`config.mk`:
```
export PLATFORM = sky130hd
export DESIGN_NAME = rddma_burst_ctrl
export DESIGN_NICKNAME = d
export VERILOG_FILES = /design/src/rtl/rddma_pkg.sv /design/src/rtl/rddma_stall_wdt.sv /design/src/rtl/rddma_burst_ctrl.sv
export SDC_FILE = /design/constraint.sdc
export NUM_CORES = 1
export LEC_CHECK = 0
export BUFFER_PORTS_ARGS = -buffer_cell sky130_fd_sc_hd__buf_4
export CAP_MARGIN = 10
export CORE_ASPECT_RATIO = 2
export CORE_MARGIN = 10
export CORE_UTILIZATION = 45
export CTS_CLUSTER_SIZE = 16
export DETAILED_ROUTE_END_ITERATION = 12
export GPL_ROUTABILITY_DRIVEN = 0
export PLACE_DENSITY = 0.68
export SLEW_MARGIN = 20
export SYNTH_ARGS = -nofsm -noshare
export SYNTH_HDL_FRONTEND = slang
export SYNTH_SLANG_ARGS = --single-unit
```
`constraint.sdc`:
```
create_clock -name sys_clk -period 2.8 [get_ports sys_clk]
set_input_delay 0.42 -clock sys_clk [delete_from_list [all_inputs] [get_ports sys_clk]]
set_output_delay 0.42 -clock sys_clk [all_outputs]
set_load 0.1 [all_outputs]
```
`src/rtl/rddma_pkg.sv`:
```
// Shared types and defaults for the read-DMA burst controller.
package rddma_pkg;

  localparam int unsigned LEN_W_DEF   = 16;
  localparam int unsigned CNT_W_DEF   = 32;
  localparam int unsigned TMO_CYC_DEF = 1024;

  typedef enum logic [1:0] {
    IDLE = 2'd0,
    RUN  = 2'd1,
    DONE = 2'd2
  } rddma_st_t;

  // Error cause encoding, reserved for a future status register.
  typedef enum logic [1:0] {
    ERR_NONE     = 2'd0,
    ERR_ZERO_LEN = 2'd1,
    ERR_ABORT    = 2'd2,
    ERR_TMO      = 2'd3
  } rddma_err_t;

endpackage

```
`src/rtl/rddma_stall_wdt.sv`:
```
// Stall watchdog: counts consecutive enabled cycles without a kick and
// flags expiry on the TMO_CYC-th such cycle. rst is active-low, asynchronous.
module rddma_stall_wdt #(
  parameter int unsigned TMO_CYC = 1024
) (
  input  logic clk,
  input  logic rst,
  input  logic en,
  input  logic kick,
  output logic expired
);

  localparam int unsigned W = $clog2(TMO_CYC + 1);

  logic [W-1:0] cnt_q, cnt_d;

  // Next count: cleared whenever disabled or kicked, otherwise advance.
  always_comb begin
    cnt_d = cnt_q;
    if (!en || kick) begin
      cnt_d = '0;
    end else if (cnt_q != W'(TMO_CYC - 1)) begin
      cnt_d = cnt_q + W'(1);
    end
  end

  // Stall counter register.
  always_ff @(posedge clk or negedge rst) begin
    if (!rst) begin
      cnt_q <= '0;
    end else begin
      cnt_q <= cnt_d;
    end
  end

  // The current cycle is the TMO_CYC-th consecutive stall cycle.
  assign expired = en && !kick && (cnt_q == W'(TMO_CYC - 1));

endmodule

```
`src/rtl/rddma_burst_ctrl.sv`:
```
// Read-DMA burst controller: pops a software-sized burst from the DMA FIFO,
// counting beats per burst and over lifetime, with done/busy/err status.
// Optional stall watchdog is enabled by defining RDDMA_TMO_EN.
module rddma_burst_ctrl
  import rddma_pkg::*;
#(
  parameter int unsigned LEN_W   = LEN_W_DEF,
  parameter int unsigned CNT_W   = CNT_W_DEF,
  parameter int unsigned TMO_CYC = TMO_CYC_DEF
) (
  input  logic             sys_clk,
  input  logic             sys_rst,
  input  logic             cmd_valid,
  input  logic [LEN_W-1:0] cmd_len,
  output logic             cmd_ready,
  input  logic             abort,
  input  logic             fifo_valid,
  output logic             fifo_ready,
  output logic             busy,
  output logic             done,
  output logic             err,
  output logic [LEN_W-1:0] beat_cnt,
  output logic [CNT_W-1:0] cnt_total
);

  // A watchdog limit of zero cycles has no meaning.
  if (TMO_CYC < 1) begin : g_bad_tmo
    $error("rddma_burst_ctrl: TMO_CYC must be at least 1");
  end

  rddma_st_t        state_q, state_d;
  logic [LEN_W-1:0] len_q, len_d;
  logic [LEN_W-1:0] beat_cnt_q, beat_cnt_d;
  logic [CNT_W-1:0] cnt_total_q, cnt_total_d;
  logic             err_q, err_d;

  logic beat;
  logic last_beat;
  logic cmd_ok;
  logic cmd_bad;
  logic tmo_expired;

  // fifo_ready depends only on state, so a beat never waits on valid->ready.
  assign beat      = fifo_valid && (state_q == RUN);
  assign last_beat = beat && (beat_cnt_q == len_q - LEN_W'(1));
  assign cmd_ok    = (state_q == IDLE) && cmd_valid && (cmd_len != '0);
  assign cmd_bad   = (state_q == IDLE) && cmd_valid && (cmd_len == '0);

`ifdef RDDMA_TMO_EN
  rddma_stall_wdt #(
    .TMO_CYC (TMO_CYC)
  ) u_wdt (
    .clk     (sys_clk),
    .rst     (sys_rst),
    .en      (state_q == RUN),
    .kick    (beat),
    .expired (tmo_expired)
  );
`else
  assign tmo_expired = 1'b0;
`endif

  // State register.
  always_ff @(posedge sys_clk or negedge sys_rst) begin
    if (!sys_rst) begin
      state_q <= IDLE;
    end else begin
      state_q <= state_d;
    end
  end

  // Next-state logic.
  always_comb begin
    state_d = state_q;
    unique case (state_q)
      IDLE: if (cmd_ok) state_d = RUN;
      RUN:  if (abort || last_beat || tmo_expired) state_d = DONE;
      DONE: state_d = IDLE;
      default: state_d = IDLE;
    endcase
  end

  // Status outputs decoded from state; counters shown straight from registers.
  always_comb begin
    cmd_ready  = (state_q == IDLE);
    fifo_ready = (state_q == RUN);
    busy       = (state_q == RUN);
    done       = (state_q == DONE);
    err        = err_q;
    beat_cnt   = beat_cnt_q;
    cnt_total  = cnt_total_q;
  end

  // Counter, length and error next values.
  always_comb begin
    len_d       = len_q;
    beat_cnt_d  = beat_cnt_q;
    cnt_total_d = cnt_total_q;
    err_d       = err_q;
    if (cmd_ok) begin
      len_d      = cmd_len;
      beat_cnt_d = '0;
      err_d      = 1'b0;
    end
    if (cmd_bad) begin
      err_d = 1'b1;
    end
    if (beat) begin
      beat_cnt_d  = beat_cnt_q + LEN_W'(1);
      cnt_total_d = cnt_total_q + CNT_W'(1);
    end
    if ((state_q == RUN) && (abort || tmo_expired)) begin
      err_d = 1'b1;
    end
  end

  // Counter, length and error registers; reset discards any partial burst.
  always_ff @(posedge sys_clk or negedge sys_rst) begin
    if (!sys_rst) begin
      len_q       <= '0;
      beat_cnt_q  <= '0;
      cnt_total_q <= '0;
      err_q       <= 1'b0;
    end else begin
      len_q       <= len_d;
      beat_cnt_q  <= beat_cnt_d;
      cnt_total_q <= cnt_total_d;
      err_q       <= err_d;
    end
  end

endmodule

```
# After elaboration in Yosys (flattened, before gate mapping)
# Index checks and enable logic that the tools add are counted.
word_totals:
  reg_bits: 67
  out_inout_bits: 53
  elab_cells: 34
classes:
  addsub: 3
  eq_ne: 5
  mux: 8
  reduce_logical: 13
op_table:
  columns: ["cell", "n"]
  rows:
  - ["32-bit by 1-bit adder with 32-bit output (second input constant)", 1]
  - ["16-bit 2-to-1 mux", 2]
  - ["16-bit by 1-bit adder with 16-bit output (second input constant)", 1]
  - ["16-bit equality test", 1]
  - ["16-bit zero test", 1]
  - ["16-bit nonzero test", 1]
  - ["16-bit by 1-bit subtractor with 16-bit output (second input constant)", 1]
  - ["1-bit logical AND", 6]
  - ["2-bit 2-to-1 mux", 2]
  - ["2-bit by 1-bit inequality test with 1-bit output (second input constant)", 2]
  - ["2-bit one-hot mux with 2 select lines", 1]
  - ["1-bit 2-to-1 mux", 3]
  - ["3-bit nonzero test", 1]
  - ["2-bit by 1-bit equality test with 1-bit output (second input constant)", 1]
  - ["2-bit equality test (second input constant)", 1]
  - ["2-bit zero test", 1]
  - ["2-bit AND reduction", 1]
  - ["2-bit nonzero test", 1]
  - ["1-bit logical OR", 1]

# Depth between registers and ports, before layout
# Gate-level depths: netlist (run 1).
logic_depth:
  word_depth: 6
  depth_mapped: 9

# Worst setup path before layout (run 1)
# OpenSTA, ideal clock, no wires.
synth_path:
  path_type: "register to register"
  from: "reg state_q[1]"
  to: "reg len_q[10]"
  arrival_ns: 2.968
  required_time_ns: 2.675
  path_slack_ns: -0.293
  path_stages_with_launch: 5
  n_path_buf: 1
  synth_period_minus_slack_ns: 3.093
  path_cell_list: "dfrtp_1 > nor2_1 > nand3_1 > clkbuf_1 > mux2_2"
synth_between:
  elab_chain_cells: 3
synth_rtl:
  columns: ["item", "line_no", "rtl"]
  rows:
  - ["from (decl)", "rddma_burst_ctrl.sv:31", "rddma_st_t state_q, state_d;"]
  - ["from (signal assigned)", "rddma_burst_ctrl.sv:68", "state_q <= state_d;"]
  - ["2-bit zero test", null, null]
  - ["net cmd_ready", "rddma_burst_ctrl.sv:15", "output logic cmd_ready,"]
  - ["1-bit logical AND (2 in series)", "rddma_burst_ctrl.sv:46", "assign cmd_ok = (state_q == IDLE) && cmd_valid && (cmd_len != '0);"]
  - ["to (signal assigned)", "rddma_burst_ctrl.sv:125", "len_q <= len_d;"]
  - ["to (decl)", "rddma_burst_ctrl.sv:32", "logic [LEN_W-1:0] len_q, len_d;"]
# The timed path passes the listed nets, and every way through them passes these cells.
# A chain may end at the register's enable or synchronous reset.

# Worst setup path after layout (run 1)
layout_path:
  from: "reg len_q[0]"
  to: "reg state_q[0]"
layout_between:
  elab_chain_cells: 6
layout_rtl:
  columns: ["item", "line_no", "rtl"]
  rows:
  - ["16-bit by 1-bit subtractor with 16-bit output", "rddma_burst_ctrl.sv:45", "assign last_beat = beat && (beat_cnt_q == len_q - LEN_W'(1));"]
  - ["16-bit equality test", "rddma_burst_ctrl.sv:45", null]
  - ["1-bit logical AND", "rddma_burst_ctrl.sv:45", null]
  - ["1-bit logical OR", "rddma_burst_ctrl.sv:77", "RUN: if (abort || last_beat || tmo_expired) state_d = DONE;"]
  - ["2-bit by 1-bit inequality test with 1-bit output (no line)", null, null]
  - ["2-bit AND reduction (no line)", null, null]
# Every way passes these cells.

==> qor.txt, run 1 <==
number of global-route vias before repair: 2979
Max Clock Freq: 407 MHz
Final ANT Viol Nets: 0
syn_area_per_cell: 10.3 um^2
synth top area cells: dfrtp_1, xnor2_1, mux2_2
Gate Count Post-Synth: 344
Mapped Nets: 368
Hold-fix buffers, CTS: 0
clock latency on the worst-skew pair: 0.33 ns
final core occ: 0.598
Die H: 146 um
Synth top area share: 0.473
DRC Markers: 0
pwr/cell area: 925 mW/mm^2
commonest non-fill, non-tap cell in the layout: buf_4
status: finished, final reports clean
wire per inst: 17.2 um
P_leak: 2.12 nW
clock root cell: clkbuf_16
TritonCTS buffer count: 9
maxcap violations: 0
Clock Tree Buf Depth: 2
CTS tree: yes
RSZ-0062 raised after global routing: false
ant diodes: 0
CTS H-Tree Depth: 3
asr flop ratio synth: 1.00
Hold Vio Cnt, Final: 0
crit path capture type: register
Worst EP required: 3.02 ns
num ports: 74
commonest register cell after synthesis: dfrtp_1
layout cells sized above 1: 0.280
max-slew headroom at the worst pin: 0.441
Slew Limit Fails: 0
synthesized cell area: 0.00355 mm^2
Critical Path Start Type: register
CTS Sinks: 67
die width: 82.8 um
Slew @ Worst Pin: 0.838 ns
Clock transition at path regs: 0.06 ns
dominant cell type by area after synthesis: dfrtp_1
core box area: 0.00766 mm^2
flop2flop setup slack: 0.34 ns
WP data arrival: 2.68 ns
PortBufs: 73
Unique masters post-synth: 50
post-route setup TNS: 0 ns
register bit total from synthesis: 67
Via Count: 2945
DP HPWL: 6.81 mm
setup repair bufs after CTS: 0
hold crit path type: primary input to async pin
row count: 45
die area: 0.0120 mm^2
GRT Total Usage: 0.148
initial antenna violation count: 0
fin crit share: 0.878
post-CTS sizing: 0
sequential area share after synthesis: 0.473
skew final: 0.00647 ns
total gr overflow: 0
first-pass GRT wire length: 13.9 mm
critical path type: register to register
Initial Utilization: 0.463
total wire length: 8.90 mm
VDD IR max: 530 uV
P&R area growth vs syn: 29.1%
most frequent cells in the layout: buf_4, dfrtp_1, xnor2_1
Worst Path Max Fanout: 8
largest net degree at the start of global routing: 68
Final setup viols: 0
DRT iter0 DRCs: 129
EDFF count, synth: 0
final net count: 444
Via-to-Cell Ratio: 5.67
Yosys Warn Count: 0
clock period minus worst slack: 2.46 ns
Pre-Repair DR Iteration Count: 4
[area by class of cell]
type / count / area [um^2]
Sequential cell: 67 / 1680
Fill cell: 667 / 3080
Tap cell: 94 / 118
Clock buffer: 9 / 225
Timing Repair Buffer: 76 / 583
Clock inverter: 7 / 164
Multi-Input combinational cell: 259 / 1790
Inverter: 7 / 26.3
[cell usage after synthesis, drive strengths merged (3+ instances only)]
library cell and number:
nand2b 3, or3 3, xnor2 29, mux2 17
and4 5, xor2 20, a31oi 3, clkbuf 7
nand2 27, nor3 7, nand3 20, nand4 16
o21ai 26, nor4 12, buf 4, a21oi 4
ha 3, nor2 17, and3 13, inv 7
and2 5, dfrtp 67, o31ai 4
[critical path, cell delays in order (launching register included)]
cell	delay, ns
dfrtp_1	0.43
inv_1	0.08
ha_1	0.26
or4b_1	0.62
a2111oi_0	0.35
o21ai_0	0.13
o31ai_1	0.09
o2111ai_1	0.19
and2_1	0.21
[final timing paths]
kind / end / startpoint / cells past startpoint
max: state_q[0] / len_q[0] / 8
min: cnt_total[30] / sys_rst / 1
max reg2reg: state_q[0] / len_q[0] / 8
min reg2reg: cnt_total[31] / cnt_total[31] / 1
max in group asynchronous: cnt_total[5] / sys_rst / 1
min in group sys_clk: len_q[9] / cmd_len[9] / 2
[state kept, by name, indices dropped and copies added (netlist names)]
signal and flops:
state_q 2, len_q 16, cnt_total 32, beat_cnt 16, err 1
[through the flow]
step           power (mW)  hold WS (ns)  area, um^2  worst slack, ns  instances
6_report             4.24         0.183        4580            0.342        519
5_1_grt              4.41         0.253        4580            0.213        519
4_1_cts              4.28         0.221        4580            0.348        519
3_5_place_dp         2.80         0.470        4190            0.351        503
3_3_place_gp         2.77         0.460        4190            0.408        503
2_1_floorplan        2.46         0.124        3550            0.213        344
[power breakdown]
part / total (mW) / internal, mW / switching, mW
Combinational: 1.39 / 0.452 / 0.939
Sequential: 1.38 / 1.13 / 0.252
Clock: 1.46 / 1.05 / 0.415
Total: 4.24 / 2.63 / 1.61
[routing by layer]
metal  vias to the layer above  track usage  routed length [um]
li1                       1408            -                   -
met1                      1417        0.147                3110
met2                        98        0.259                4980
met3                        22       0.0426                 579
met4                         0       0.0766                 238
met5                         -            0                   0
[cells by family (layout without fill, tap and decap cells)]
group,count (synthesis),after routing,synth area share
XOR/XNOR,49,49,0.121
multiplexers,19,19,0.0596
AND/OR/NAND/NOR,140,140,0.227
AO/OA/AOI/OAI,48,48,0.0843
buffers and inverters,18,99,0.0247
flip-flops,67,67,0.473
adder cells (fa/ha/maj),3,3,0.0106
Power figures use the tool's default switching activity.
==> inputs of run 2 (changes only) <==
ABC_AREA = 1   (was unset)
CORE_UTILIZATION = 56   (was 45)
PLACE_DENSITY = 0.81   (was 0.68)
==> qor.txt, run 2 <==
status: finished, final reports clean
R2R Path Start: beat_cnt[0]
CTS Sinks: 67
post-CTS sizing: 0
core box area: 0.00662 mm^2
most frequent cell after synthesis: nand2_1
Initial Utilization: 0.573
ant diodes: 0
Hold Vio Cnt, Final: 0
CTS tree: yes
WL met2: 5.96 mm
clock period minus worst slack: 2.19 ns
Max Clock Freq: 456 MHz
largest net degree at the start of global routing: 68
commonest register cell after synthesis: dfrtp_1
max reg flops: 32
RSZ-0062 raised after global routing: false
Yosys Warn Count: 0
max-slew headroom at the worst pin: 0.433
synthesized cell area: 0.00379 mm^2
clock latency on the worst-skew pair: 0.34 ns
total gr overflow: 0
slowest CP cell: dfrtp_1
first-pass GRT wire length: 16.9 mm
EDFF count, synth: 0
met1 wire length: 3.61 mm
Unique masters post-synth: 34
num ports: 74
DRT iter0 DRCs: 248
Mapped Nets: 500
die width: 78.2 um
Via-to-Cell Ratio: 5.30
fill count: 536
hold crit path type: primary input to async pin
Clock Tree Buf Depth: 2
Worst EP required: 3.04 ns
dominant cell type by area after synthesis: dfrtp_1
skew final: 0.00750 ns
wire per inst: 16.2 um
Final ANT Viol Nets: 0
Synth top area share: 0.442
CTS H-Tree Depth: 3
P_leak: 2.47 nW
FF-to-FF path depth: 11
Critical Path Start Type: register
r2r endpoint: beat_cnt[14]
PortBufs: 73
Crit. Startpoint: beat_cnt[0]
register bit total from synthesis: 67
Finished Cell Area: 0.00475 mm^2
TritonCTS buffer count: 9
VDD IR max: 731 uV
Slew @ Worst Pin: 0.850 ns
Commonest cells post-synth: nand2_1, dfrtp_1, nor2_1
final net count: 579
Worst path max stage delay: 0.46 ns
Placed Area: 0.00443 mm^2
layout cells sized above 1: 0.195
commonest non-fill, non-tap cell in the layout: nand2_1
initial antenna violation count: 0
clock root cell: clkbuf_16
Clock transition at path regs: 0.05 ns
Slew Limit Fails: 0
sequential area share after synthesis: 0.442
GRT Total Usage: 0.200
pwr/cell area: 844 mW/mm^2
Final setup viols: 0
Hold-fix buffers, CTS: 0
DP HPWL: 8.07 mm
Gate Count Post-Synth: 476
Worst Path Max Fanout: 6
number of global-route vias before repair: 3596
WP data arrival: 2.43 ns
row count: 42
Tot Pwr: 4.01 mW
P&R area growth vs syn: 25.2%
maxcap violations: 0
asr flop ratio synth: 1.00
Die H: 136 um
flop2flop setup slack: 0.61 ns
routed wl met3: 451 um
most frequent cells in the layout: nand2_1, buf_4, dfrtp_1
Pre-Repair DR Iteration Count: 4
fin crit share: 0.783
DRC Markers: 0
total wire length: 10.5 mm
critical path type: register to register
max layer used: met4
post-route setup TNS: 0 ns
synth top area cells: dfrtp_1, nand2_1, xor2_1
Via Count: 3433
syn_area_per_cell: 7.97 um^2
die area: 0.0107 mm^2
crit path capture type: register
setup repair bufs after CTS: 0
crit-path cells: ha_1 -> nand3_1 -> nor3_2 -> nand2_1 -> nor2_1 -> nand2_1 -> nor2_1 -> nand3_1 -> nand2_1 -> nand3_1 -> o21ai_0
-- run 2: cell types whose count changed in the layout (fill, tap and decap cells not counted), sizes merged, moves of 17 or more --
cell	delta
mux2	-17
nand2	+101
xor2	+22
inv	+48
xnor2	-21
nor2	+47
-- run 2: area by class of cell --
cell class / instances / area [um^2] / share of cell area
Clock buffer: 9 / 225 / 0.0474
Clock inverter: 7 / 92.6 / 0.0195
Inverter: 56 / 211 / 0.0445
Multi-Input combinational cell: 347 / 1880 / 0.396
Sequential cell: 67 / 1680 / 0.353
Tap cell: 88 / 110 / 0.0232
Timing Repair Buffer: 74 / 556 / 0.117
-- run 2: worst max path at each step --
stage / to / slack [ns] / cells after the start
5_1_grt: state_q[0] / 0.42 / 13
3_5_place_dp: beat_cnt[11] / 0.64 / 6
2_1_floorplan: beat_cnt[14] / 0.29 / 11
4_1_cts: beat_cnt[14] / 0.63 / 11
3_3_place_gp: beat_cnt[11] / 0.65 / 6
6_report: beat_cnt[14] / 0.61 / 11
-- run 2: cell families after synthesis --
group / Yosys count / synth area share
AOI/OAI and AO/OA: 36 / 0.0541
and+or+nand+nor: 258 / 0.316
xor gates and xnor gates: 50 / 0.115
adders and majority gates: 3 / 0.00990
buffers and inverters: 62 / 0.0627
DFF: 67 / 0.442
-- run 2: report_power, final --
part | internal [mW] | leakage, nW | total, mW | switching, mW
clock | 0.775 | 0.147 | 1.20 | 0.430
sequential | 1.13 | 0.865 | 1.32 | 0.192
combinational | 0.393 | 1.46 | 1.49 | 1.10
-- run 2: worst max-delay path, delay by kind of cell, from the launching register on --
family | cells | cell delay (ns)
AOI/OAI and AO/OA | 1 | 0.12
adders and majority gates | 1 | 0.23
DFF | 1 | 0.46
and+or+nand+nor | 9 | 1.28
-- run 2: per-stage QoR --
| step | setup slack (ns) | utilization | std cells | hold WS [ns] |
|---|---|---|---|---|
| 2_1_floorplan | 0.292 | - | 476 | 0.124 |
| 5_1_grt | 0.424 | 0.717 | 648 | 0.250 |
| 3_5_place_dp | 0.637 | 0.670 | 632 | 0.470 |
| 4_1_cts | 0.633 | 0.717 | 648 | 0.216 |
| 3_3_place_gp | 0.653 | 0.670 | 632 | 0.466 |
| 6_report | 0.609 | 0.717 | 648 | 0.185 |
-- run 2: per-layer routing --
layer | up-vias | GRT usage
met4 | 0 | 0.131
met5 | - | 0
met3 | 33 | 0.0443
li1 | 1678 | -
met1 | 1627 | 0.185
met2 | 95 | 0.377
==> inputs of run 3 (changes only) <==
clock period = 2.14 ns   (was 2.8 ns; I/O delays follow)
==> qor.txt, run 3 (synthesis gave the netlist of run 2 again) <==
sw frac: 0.437
maxcap violations: 0
max reg flops: 32
die area: 0.0107 mm^2
Slew @ Worst Pin: 0.650 ns
DP HPWL: 8.07 mm
WP data arrival: 2.17 ns
CTS Sinks: 67
clock power share: 0.265
hold crit path type: primary input to async pin
CTS H-Tree Depth: 3
Final setup viols: 0
Clock Tree Buf Depth: 2
commonest non-fill, non-tap cell in the layout: nand2_1
Placed Area: 0.00452 mm^2
sw power: 2.27 mW
Final ANT Viol Nets: 0
TritonCTS buffer count: 9
DRT iter0 DRCs: 230
Worst Path Max Fanout: 19
most frequent cells in the layout: nand2_1, buf_4, nor2_1
wire per inst: 16.1 um
Via Count: 3580
critical path type: register to register
skew final: 0.0104 ns
VDD IR max: 679 uV
clock latency on the worst-skew pair: 0.33 ns
ant diodes: 0
core box area: 0.00662 mm^2
Pre-Repair DR Iteration Count: 5
clock period minus worst slack: 1.96 ns
number of global-route vias before repair: 3852
Int Pwr: 2.93 mW
Hold-fix buffers, CTS: 0
DRC Markers: 0
Worst EP required: 2.35 ns
first-pass GRT wire length: 17.9 mm
largest net degree at the start of global routing: 52
P&R area growth vs syn: 27.6%
Via-to-Cell Ratio: 5.45
P_leak: 2.49 nW
row count: 42
layout cells sized above 1: 0.244
Die H: 136 um
status: finished, final reports clean
Finished Cell Area: 0.00484 mm^2
die width: 78.2 um
power share of the combinational group: 0.398
Hold Vio Cnt, Final: 0
Initial Utilization: 0.573
clock root cell: clkbuf_16
CTS tree: yes
pwr/cell area: 1070 mW/mm^2
total wire length: 10.6 mm
PortBufs: 73
final core occ: 0.731
initial antenna violation count: 0
Seq pwr share: 0.337
post-route setup TNS: 0 ns
Critical Path Start Type: register
RSZ-0062 raised after global routing: false
num ports: 74
total gr overflow: 0
Max Clock Freq: 511 MHz
fin crit share: 0.914
GRT Total Usage: 0.208
Clock transition at path regs: 0.05 ns
max-slew headroom at the worst pin: 0.567
fill count: 542
final net count: 588
Slew Limit Fails: 0
FF-to-FF path depth: 14
crit path capture type: register
## run 3: changes by cell type in the layout (fill, tap and decap cells not counted), moves of 4 or more
cell and change:
buf_4 +9, dfrtp_2 +15, nor2_1 -4, dfrtp_1 -17
## run 3: worst paths after layout
path | start | end | slack, ns
setup / recovery | state_q[1] | cnt_total[30] | 0.18
hold / removal | sys_rst | cnt_total[23] | 0.02
setup reg to reg | state_q[1] | cnt_total[30] | 0.18
hold reg to reg | cnt_total[31] | cnt_total[31] | 0.50
max in group asynchronous | sys_rst | beat_cnt[7] | 1.51
min in group sys_clk | cmd_len[7] | len_q[7] | 0.20
## run 3: power groups by stage
| stage | Combinational [mW] | Clock (mW) | Sequential (mW) |
|---|---|---|---|
| 6_report | 2.07 | 1.38 | 1.75 |
| 5_1_grt | 2.25 | 1.47 | 1.78 |
| 4_1_cts | 2.03 | 1.40 | 1.74 |
| 3_5_place_dp | 2.00 | 0 | 1.76 |
| 3_3_place_gp | 1.96 | 0 | 1.75 |
| 2_1_floorplan | 1.02 | 0 | 2.20 |
## run 3: area by class of cell
class	instances	area [um^2]	area share
clock buffer	14	274	0.0566
clock inverter	2	10.0	0.00207
inverter	56	214	0.0442
multi-input combinational	347	1910	0.394
sequential	67	1700	0.352
tap	88	110	0.0228
timing repair buffer	83	623	0.129
## run 3: repair_timing
action	CTS	global route
resized for setup	0	9
setup buffers	0	1
setup endpoints to repair	0	5
## run 3: per-stage QoR
step / setup slack (ns) / cells / hold slack (ns) / total power [mW]
after floorplan: 0.0126 / 476 / 0.0254 / 3.23
after global placement: 0.191 / 640 / 0.390 / 3.72
after detailed placement: 0.159 / 640 / 0.392 / 3.76
after CTS: 0.102 / 656 / 0.0393 / 5.17
after global routing: 0.00966 / 657 / 0.0639 / 5.50
final: 0.184 / 657 / 0.0226 / 5.20
## run 3: routing by layer
layer	vias up	global-route usage	share of wire
met3	42	0.0470	0.047
met5	-	0	0
li1	1699	-	-
met1	1706	0.201	0.35
met4	0	0.134	0.050
met2	133	0.381	0.55
## run 3: critical path, cell delays in order (launching register included)
cell,delay (ns)
dfrtp_1,0.40
inv_1,0.09
nand2_2,0.08
clkinv_2,0.08
nand2_4,0.17
nor2_8,0.17
nand2_4,0.07
nor2_4,0.10
nand3_2,0.13
nor2_4,0.13
nand2_2,0.11
nor2_4,0.13
nand2_1,0.06
nand2_1,0.05
nand2_1,0.05
